<file path="src/rtl/video_capture_pkg.sv">
// Shared definitions for the video capture path: capture FSM states, timing
// counter width and frame-size helper.
package video_capture_pkg;

    localparam int CNT_W  = 12;
    localparam int ADDR_W = 18;
    localparam int DATA_W = 48;

    localparam logic [CNT_W-1:0] CNT_MAX = '1;

    typedef enum logic [1:0] {
        IDLE,
        MEASURE,
        CAPTURE
    } cap_state_t;

    // Frame size in frame-buffer words (one word per active clock).
    function automatic int frame_words(input int h_rez, input int v_rez);
        return h_rez * v_rez;
    endfunction

    // Timing counters stick at full scale instead of wrapping.
    function automatic logic [CNT_W-1:0] sat_inc(input logic [CNT_W-1:0] v);
        return (v == CNT_MAX) ? v : v + CNT_W'(1);
    endfunction

endpackage

</file>
<file path="src/rtl/video_timing_meas.sv">
// Measures line/frame timing from the registered sync and active-video
// signals and latches the results at every frame start.
module video_timing_meas
    import video_capture_pkg::*;
#(
    parameter logic hsync_active = 1'b0,
    parameter logic vsync_active = 1'b0
) (
    input  logic             clk24,
    input  logic             rst,
    input  logic             hsync_p0,
    input  logic             vsync_p0,
    input  logic             active_p0,
    output logic             frame_start,
    output logic [CNT_W-1:0] fs_h_active,
    output logic [CNT_W-1:0] fs_v_active,
    output logic [CNT_W-1:0] meas_h_active,
    output logic [CNT_W-1:0] meas_v_active,
    output logic [CNT_W-1:0] meas_h_total,
    output logic [CNT_W-1:0] meas_v_total
);

    logic             hsync_p1;
    logic             vsync_p1;
    logic             line_start;
    logic             line_has_act;
    logic [CNT_W-1:0] h_cnt;
    logic [CNT_W-1:0] h_act;
    logic [CNT_W-1:0] last_h_act;
    logic [CNT_W-1:0] last_h_tot;
    logic [CNT_W-1:0] v_act;
    logic [CNT_W-1:0] v_tot;

    assign frame_start  = (vsync_p0 == vsync_active) && (vsync_p1 != vsync_active);
    assign line_start   = (hsync_p0 == hsync_active) && (hsync_p1 != hsync_active);
    assign line_has_act = (h_act != '0);

    // Values that latch at this frame start; the line still in progress counts
    // as an active line if it already carried active clocks. Blanking lines do
    // not overwrite the last active line width.
    assign fs_h_active = (line_start && line_has_act) ? h_act : last_h_act;
    assign fs_v_active = line_has_act ? sat_inc(v_act) : v_act;

    always_ff @(posedge clk24) begin
        if (rst) begin
            hsync_p1      <= 1'b0;
            vsync_p1      <= 1'b0;
            h_cnt         <= '0;
            h_act         <= '0;
            last_h_act    <= '0;
            last_h_tot    <= '0;
            v_act         <= '0;
            v_tot         <= '0;
            meas_h_active <= '0;
            meas_v_active <= '0;
            meas_h_total  <= '0;
            meas_v_total  <= '0;
        end else begin
            hsync_p1 <= hsync_p0;
            vsync_p1 <= vsync_p0;

            if (line_start) begin
                h_cnt      <= CNT_W'(1);
                h_act      <= active_p0 ? CNT_W'(1) : '0;
                last_h_tot <= h_cnt;
                if (line_has_act) begin
                    last_h_act <= h_act;
                end
            end else begin
                h_cnt <= sat_inc(h_cnt);
                if (active_p0) begin
                    h_act <= sat_inc(h_act);
                end
            end

            if (frame_start) begin
                v_tot         <= line_start ? CNT_W'(1) : '0;
                v_act         <= '0;
                meas_h_active <= fs_h_active;
                meas_v_active <= fs_v_active;
                meas_h_total  <= line_start ? h_cnt : last_h_tot;
                meas_v_total  <= v_tot;
            end else if (line_start) begin
                v_tot <= sat_inc(v_tot);
                if (line_has_act) begin
                    v_act <= sat_inc(v_act);
                end
            end
        end
    end

endmodule

</file>
<file path="src/rtl/video_capture.sv">
// Video capture front end: registers the incoming video, locks onto the
// expected resolution and writes each active pixel pair to a frame buffer.
module video_capture
    import video_capture_pkg::*;
#(
    parameter int   hRez         = 320,
    parameter int   vRez         = 480,
    parameter logic hsync_active = 1'b0,
    parameter logic vsync_active = 1'b0
) (
    input  logic              clk24,
    input  logic              rst,
    input  logic [DATA_W-1:0] vid_data,
    input  logic              vid_hsync,
    input  logic              vid_vsync,
    input  logic              vid_active_video,
    output logic [ADDR_W-1:0] wr_addr,
    output logic [DATA_W-1:0] wr_data,
    output logic              wr_en,
    output logic              locked,
    output logic              frame_done,
    output logic              err,
    output logic [CNT_W-1:0]  meas_h_active,
    output logic [CNT_W-1:0]  meas_v_active,
    output logic [CNT_W-1:0]  meas_h_total,
    output logic [CNT_W-1:0]  meas_v_total
);

    localparam logic [ADDR_W-1:0] FRAME_A = ADDR_W'(frame_words(hRez, vRez));
    localparam logic [CNT_W-1:0]  H_REZ   = CNT_W'(hRez);
    localparam logic [CNT_W-1:0]  V_REZ   = CNT_W'(vRez);

    logic [DATA_W-1:0] data_p0;
    logic              hsync_p0;
    logic              vsync_p0;
    logic              act_p0;

    cap_state_t        state;
    logic [ADDR_W-1:0] addr;
    logic              ovf;
    logic              frame_start;
    logic [CNT_W-1:0]  fs_h_active;
    logic [CNT_W-1:0]  fs_v_active;
    logic              timing_ok;
    logic              cap_next;

    video_timing_meas #(
        .hsync_active (hsync_active),
        .vsync_active (vsync_active)
    ) u_meas (
        .clk24         (clk24),
        .rst           (rst),
        .hsync_p0      (hsync_p0),
        .vsync_p0      (vsync_p0),
        .active_p0     (act_p0),
        .frame_start   (frame_start),
        .fs_h_active   (fs_h_active),
        .fs_v_active   (fs_v_active),
        .meas_h_active (meas_h_active),
        .meas_v_active (meas_v_active),
        .meas_h_total  (meas_h_total),
        .meas_v_total  (meas_v_total)
    );

    assign timing_ok = (fs_h_active == H_REZ) && (fs_v_active == V_REZ);

    // Whether the cycle being processed belongs to a captured frame; at a
    // frame start this already reflects the decision taken for the new frame.
    always_comb begin
        cap_next = (state == CAPTURE);
        if (frame_start) begin
            cap_next = (state != IDLE) && timing_ok;
        end
    end

    // Stage p0 registers the ports; the stage below registers every output.
    always_ff @(posedge clk24) begin
        if (rst) begin
            data_p0    <= '0;
            hsync_p0   <= 1'b0;
            vsync_p0   <= 1'b0;
            act_p0     <= 1'b0;
            state      <= IDLE;
            addr       <= '0;
            ovf        <= 1'b0;
            wr_addr    <= '0;
            wr_data    <= '0;
            wr_en      <= 1'b0;
            locked     <= 1'b0;
            frame_done <= 1'b0;
            err        <= 1'b0;
        end else begin
            data_p0    <= vid_data;
            hsync_p0   <= vid_hsync;
            vsync_p0   <= vid_vsync;
            act_p0     <= vid_active_video;
            wr_data    <= data_p0;
            wr_en      <= 1'b0;
            frame_done <= 1'b0;
            err        <= 1'b0;

            if (frame_start) begin
                addr   <= '0;
                ovf    <= 1'b0;
                locked <= cap_next;
                case (state)
                    IDLE:    state <= MEASURE;
                    MEASURE: if (timing_ok) state <= CAPTURE;
                    CAPTURE: begin
                        if (!timing_ok) begin
                            state <= MEASURE;
                            // An overflow already flagged this frame as bad.
                            err   <= !ovf;
                        end else begin
                            frame_done <= (addr == FRAME_A);
                        end
                    end
                    default: state <= IDLE;
                endcase
                if (cap_next && act_p0) begin
                    wr_en   <= 1'b1;
                    wr_addr <= '0;
                    addr    <= ADDR_W'(1);
                end
            end else if (state == CAPTURE && act_p0) begin
                if (addr != FRAME_A) begin
                    wr_en   <= 1'b1;
                    wr_addr <= addr;
                    addr    <= addr + ADDR_W'(1);
                end else if (!ovf) begin
                    err <= 1'b1;
                    ovf <= 1'b1;
                end
            end
        end
    end

endmodule

</file>
<file path="config.mk">
export PLATFORM = sky130hd
export DESIGN_NAME = video_capture
export DESIGN_NICKNAME = d
export VERILOG_FILES = /design/src/rtl/video_capture_pkg.sv /design/src/rtl/video_timing_meas.sv /design/src/rtl/video_capture.sv
export SDC_FILE = /design/constraint.sdc
export NUM_CORES = 1
export LEC_CHECK = 0
export CORE_ASPECT_RATIO = 2
export CORE_MARGIN = 2
export CORE_UTILIZATION = 53
export DETAILED_ROUTE_END_ITERATION = 6
export HOLD_SLACK_MARGIN = 0.06
export MAX_ROUTING_LAYER = met4
export PLACE_DENSITY = 0.87
export SETUP_SLACK_MARGIN = 0.5
export SLEW_MARGIN = 10
export SYNTH_ARGS = -nofsm -noshare
export SYNTH_HDL_FRONTEND = slang
export SYNTH_HIERARCHICAL = 1
export SYNTH_SLANG_ARGS = --single-unit
</file>
<file path="constraint.sdc">
create_clock -name clk24 -period 3.9 [get_ports clk24]
set_input_delay 0.78 -clock clk24 [delete_from_list [all_inputs] [get_ports clk24]]
set_output_delay 0.78 -clock clk24 [all_outputs]
set_load 0.05 [all_outputs]
</file>
==> impl_metrics.yaml, run 1 <==
place:
  portBuffers: 170
  place_area_um2: 11700
  hpwl_um: 16700
  place.gp.congestion: 0.976
detailed_routing:
  ant_nets: 0
  avgViaCountPerCell: 5.62
  drcViolationCount: 0
  wire_per_inst_um: 16.8
  dr.pass1.iters: 6
  drt_iter0_markers: 329
  vias: 8058
  drt_wl_total_um: 24000
layout:
  antenna_cells: 0
  nets: 1262
  final_common_cell: "dfxtp_1"
  fin_util_pct: 68.1
  mostFrequentLayoutCells: "dfxtp_1, clkdlybuf4s50_1, nor2b_1"
  layout-drive-gt1-share_pct: 5.58
  final_area_um2: 12500
  nFillCells: 1404
  syn2layout_area_growth_pct: 25.3
clock_tree:
  hold_buffers: 0
  cts_buffer_depth: 3
  ctsRootBufferMaster: "clkbuf_16"
  clkLatencyLatePin_ps: 500
  cts-buffers-inserted: 22
  cts_setup_buffers: 0
  clock_sinks: 264
  htree_levels: 1
  cts_tree: "yes"
  clk_pin_slew_ps: 70
setup_path:
  path_buf_inv: 2
  crit_family: "simple AND/OR/NAND/NOR gates"
  cp-end-kind: "flop"
  slowest_stage: "nor4_1"
  cp_data_arrival_time_ps: 3640
  crit_type: "flop to flop"
  worst-path-max-fanout: 26
  worst_setup_path_start_kind: "flop"
  critPathRequiredTime_ps: 4330
  slowest_delay_ps: 470
  crit_chain: "inv_1 > ha_1 > nor4b_2 > and3_1 > nor3_1 > xor2_1 > nor4_1 > nand4_1 > buf_4 > or3_1 > a21oi_1"
grt:
  grt_usage_pct: 24.5
  grt_overflow_total: 0
  antenna_found_initial: 0
  grt_start_max_net_pins: 140
  first_global_vias: 8078
  grt_pass1_wl_um: 38300
power:
  p_per_area_nw_per_um2: 436
  power.leakage_nw: 4.82
  switching_share_pct: 22.7
  p_seq_share_pct: 51.5
  irDropWorstVdd_mv: 0.407
  power_switching_w: 0.00123
  internal_power_w: 0.00420
  combPwrFrac_pct: 7.7
  clkPwrFrac_pct: 40.9
sta:
  finalHoldViolCount: 0
  fin_skew_ps: 8.64
  worst_pin_slew_ps: 971
  slew_headroom_pct: 35.3
  rsz0062_at_grt: "no"
  tns_ps: 0
  finalSetupViolations: 0
  period_share_pct: 82.3
  fin_hold_ws_ps: 420
  maxSlewViolCount: 0
  final.min_clock_period_ps: 3210
  fmax_ghz: 0.311
yosys:
  synth-seq-cells: 264
  netlist_area_um2: 9950
  syn-instance-count: 1059
  synth_edf_count: 0
  synthFlopType: "dfxtp_1"
  async_reset_ff_share_pct: 0
  synthesis.nets: 1119
  synth_area_per_cell_um2: 9.40
  yosys_warnings: 6
  synth_cell_types: 62
  synth-seq-area-share_pct: 53.1
die:
  die_h_um: 198
  die_w_um: 101
  coreArea_um2: 18300
  initial_core_util_pct: 54.4
  io_pins: 171
  dieArea_um2: 20000
  row_count: 70
status:
  status: "finished clean"
run:
  cap_violations: 0
hold_path:
  hold_path_class: "flop to flop"
## power groups by stage
stage | logic, W | clock network [W] | registers [W]
final | 0.000415 | 0.00222 | 0.00279
after global routing | 0.000443 | 0.00238 | 0.00280
after CTS | 0.000418 | 0.00228 | 0.00280
after detailed placement | 0.000416 | 0 | 0.00286
after global placement | 0.000408 | 0 | 0.00285
after floorplan | 0.000135 | 0 | 0.00297
## synthesized netlist by cell type (all sizes together) (14+ instances only)
cell    number  area [um^2]
nand3       30          150
nor2        92          345
xor2        15          131
o21ai       41          205
dfxtp      264         5290
nor3        23          130
xnor2       24          210
a21oi       63          315
clkbuf      46          174
inv         24         90.1
nand4       22          138
mux2i       40          400
nand2       99          372
buf         15          104
and3        14         87.6
nor2b      120          751
a31oi       14         93.8
## kinds of logic (layout without fill, tap and decap cells)
group                      count (synthesis)  count (layout)  share of synthesized area [%]
AOI/OAI and AO/OA                        168             168                           10.4
xor gates and xnor gates                  39              39                           3.43
adders and majority gates                  7               7                          0.880
buffers and inverters                     85             244                           3.70
DFF                                      264             264                           53.1
muxes                                     43              43                           4.40
and+or+nand+nor                          453             453                           24.0
## state kept, by name, summed over array words and instances (netlist names), 2 cells and up
register,cells
wr_data,48
addr,18
data_p0,48
u_meas/last_h_act,12
u_meas/v_act,12
u_meas/last_h_tot,12
u_meas/meas_h_active,12
wr_addr,18
u_meas/h_cnt,12
u_meas/v_tot,12
u_meas/meas_h_total,12
state,2
u_meas/meas_v_total,12
u_meas/h_act,12
u_meas/meas_v_active,12
## worst register-to-register path: stages (launching register included)
cell     delay, ps
dfxtp_1        370
inv_1           80
ha_1           140
nor4b_2        390
and3_1         440
nor3_1         130
xor2_1         170
nor4_1         470
nand4_1        170
buf_4          250
or3_1          390
a21oi_1        140
## path summary, 6_finish.rpt
path	cells after the start	startpoint	endpoint	slack [ps]
setup reg to reg	11	u_meas/h_act[0]	locked	690
setup / recovery	11	u_meas/h_act[0]	locked	690
hold reg to reg	1	ovf	err	420
hold / removal	1	ovf	err	420
## routing by layer
metal / track usage (%) / wire, um / up-vias
li1: - / - / 3892
met1: 23.8 / 8290 / 3764
met2: 43.3 / 12700 / 306
met3: 5.44 / 1540 / 96
met4: 14.8 / 1490 / 0
met5: - / 0 / -
## area by class of cell
cell class | count | area (um^2) | share of cell area [%]
well taps | 216 | 270 | 2.17
clock buffers | 31 | 636 | 5.10
repair buffers | 180 | 1790 | 14.3
flip-flops and latches | 264 | 5290 | 42.4
clock inverters | 9 | 95.1 | 0.763
multi-input cells | 710 | 4310 | 34.5
inverters | 24 | 90.1 | 0.723
## metrics by stage
| stage | worst slack, ps | power (W) | std cells |
|---|---|---|---|
| final | 689 | 0.00543 | 1434 |
| after global routing | 521 | 0.00562 | 1434 |
| after CTS | 712 | 0.00549 | 1434 |
| after detailed placement | 742 | 0.00327 | 1394 |
| after global placement | 825 | 0.00326 | 1394 |
| after floorplan | 1020 | 0.00311 | 1059 |
## timing repair
item / CTS / global route
setup endpoints to repair: 0 / 5
resized for setup: 0 / 2
hold endpoints to repair: 0 / 0
Note: power is estimated with default switching activity, not from simulation.
==> inputs of run 2 (changes only) <==
CORE_UTILIZATION = 48   (was 53)
PLACE_DENSITY = 0.83   (was 0.87)
clock period = 2.8 ns   (was 3.9 ns; I/O delays follow)
==> impl_metrics.yaml, run 2 (synthesized netlist as in run 1, its figures left out) <==
status:
  status: "finished clean"
die:
  die_w_um: 106
  die_h_um: 208
  coreArea_um2: 20400
  initial_core_util_pct: 48.8
  row_count: 74
  dieArea_um2: 22000
  io_pins: 171
setup_path:
  crit_type: "flop to flop"
  cp-end-kind: "flop"
  critPathRequiredTime_ps: 3200
  cp_data_arrival_time_ps: 3180
  cp_common_cell: "buf_4"
  slowest_delay_ps: 330
  cp-startpoint: "u_meas/h_act[1]"
  worst_setup_path_start_kind: "flop"
  crit_chain: "inv_2 > ha_4 > nor4b_4 > buf_4 > a31oi_4 > buf_6 > mux2i_4 > inv_1 > nor4_2 > nand4_1 > buf_4 > buf_6 > buf_4 > o21ai_1 > mux2i_1"
  reg2reg_from: "u_meas/h_act[1]"
  worst-path-max-fanout: 5
  slowest_stage: "dfxtp_2"
power:
  combPwrFrac_pct: 8.1
  internal_power_w: 0.00600
  power_switching_w: 0.00181
  switching_share_pct: 23.2
  power.total_w: 0.00780
  irDropWorstVdd_mv: 0.606
  p_per_area_nw_per_um2: 578
  power.leakage_nw: 5.36
  clkPwrFrac_pct: 42.1
  p_seq_share_pct: 49.8
grt:
  grt_usage_pct: 23.8
  grt_start_max_net_pins: 140
  first_global_vias: 8241
  antenna_found_initial: 0
  busiest_layer: "met2"
  grt_pass1_wl_um: 41100
  use_met3_pct: 3.20
  use_met2_pct: 43.6
  grt_overflow_total: 0
  grtUsageMet1_pct: 24.8
detailed_routing:
  avgViaCountPerCell: 5.41
  ant_nets: 0
  drt_wl_total_um: 26400
  vias: 8412
  dr.pass1.iters: 5
  drt_iter0_markers: 409
  drcViolationCount: 0
  wire_per_inst_um: 16.9
layout:
  fin_util_pct: 66.3
  reg_top3: "data_p0 x48, wr_data x48"
  antenna_cells: 0
  nets: 1333
  final_area_um2: 13500
  syn2layout_area_growth_pct: 35.8
  mostFrequentLayoutCells: "dfxtp_1, clkdlybuf4s50_1, nor2b_1"
  layout-drive-gt1-share_pct: 14.4
  nFillCells: 1609
  final_common_cell: "dfxtp_1"
clock_tree:
  cts-buffers-inserted: 23
  clock_sinks: 264
  cts_buffer_depth: 3
  cts_tree: "yes"
  clkLatencyLatePin_ps: 520
  htree_levels: 1
  clk_pin_slew_ps: 70
  ctsRootBufferMaster: "clkbuf_16"
sta:
  rsz0062_at_grt: "yes"
  tns_ps: 0
  period_share_pct: 99.4
  slew_headroom_pct: 39.4
  finalSetupViolations: 0
  worst_pin_slew_ps: 905
  maxSlewViolCount: 0
  fmax_ghz: 0.359
  final.min_clock_period_ps: 2780
  finalHoldViolCount: 0
  layout_setup_ws_ps: 17.9
  fin_skew_ps: 15.4
hold_path:
  hold_path_class: "input port to flop"
  min-delay-start: "rst"
place:
  hpwl_um: 17800
  place.gp.congestion: 0.924
  place_ws_ps: -151
  portBuffers: 170
  place_area_um2: 12300
run:
  cap_violations: 0
[run 2: power groups by stage]
stage          Clock, W  Combinational, W  Sequential (W)
3_5_place_dp          0          0.000610         0.00397
2_1_floorplan         0          0.000196         0.00414
4_1_cts         0.00335          0.000622         0.00389
5_1_grt         0.00349          0.000671         0.00390
6_report        0.00328          0.000632         0.00389
3_3_place_gp          0          0.000602         0.00397
[run 2: final timing paths]
path            endpoint  slack, ps  cells after the start
max           wr_addr[2]         20                     15
min                wr_en        430                      2
max reg2reg   wr_addr[2]         20                     15
min reg2reg  wr_data[27]        430                      1
[run 2: worst max-delay path, delay by kind of cell (launching register included)]
kind            cells  cell delay [ps]
compound gates      2              380
fa+ha+maj           1              140
buf+inv             7              870
flops               1              330
mux                 2              320
simple gates        3              600
[run 2: timing repair]
item,in CTS,in global routing
hold buffers,0,0
gates cloned,0,2
gates resized for setup,24,40
setup buffers,10,6
pin swaps,6,12
endpoints found under the setup margin,27,28
[run 2: per-layer routing]
layer,vias to the layer above,share of wire [%]
met1,3976,36
met2,320,54
met5,-,0
li1,4040,-
met3,76,5.5
met4,0,4.0
[run 2: cell type report]
cell class	count	area, um^2	share of cell area [%]
well taps	266	333	2.46
repair buffers	250	2380	17.6
multi-input cells	710	4620	34.2
clock inverters	11	118	0.871
flip-flops and latches	264	5290	39.2
clock buffers	31	676	5.00
inverters	24	90.1	0.667
[run 2: stage by stage]
step	instances	hold WS [ps]
after floorplan	1059	389
after global placement	1496	417
after detailed placement	1496	422
after CTS	1548	389
after global routing	1556	441
final	1556	426
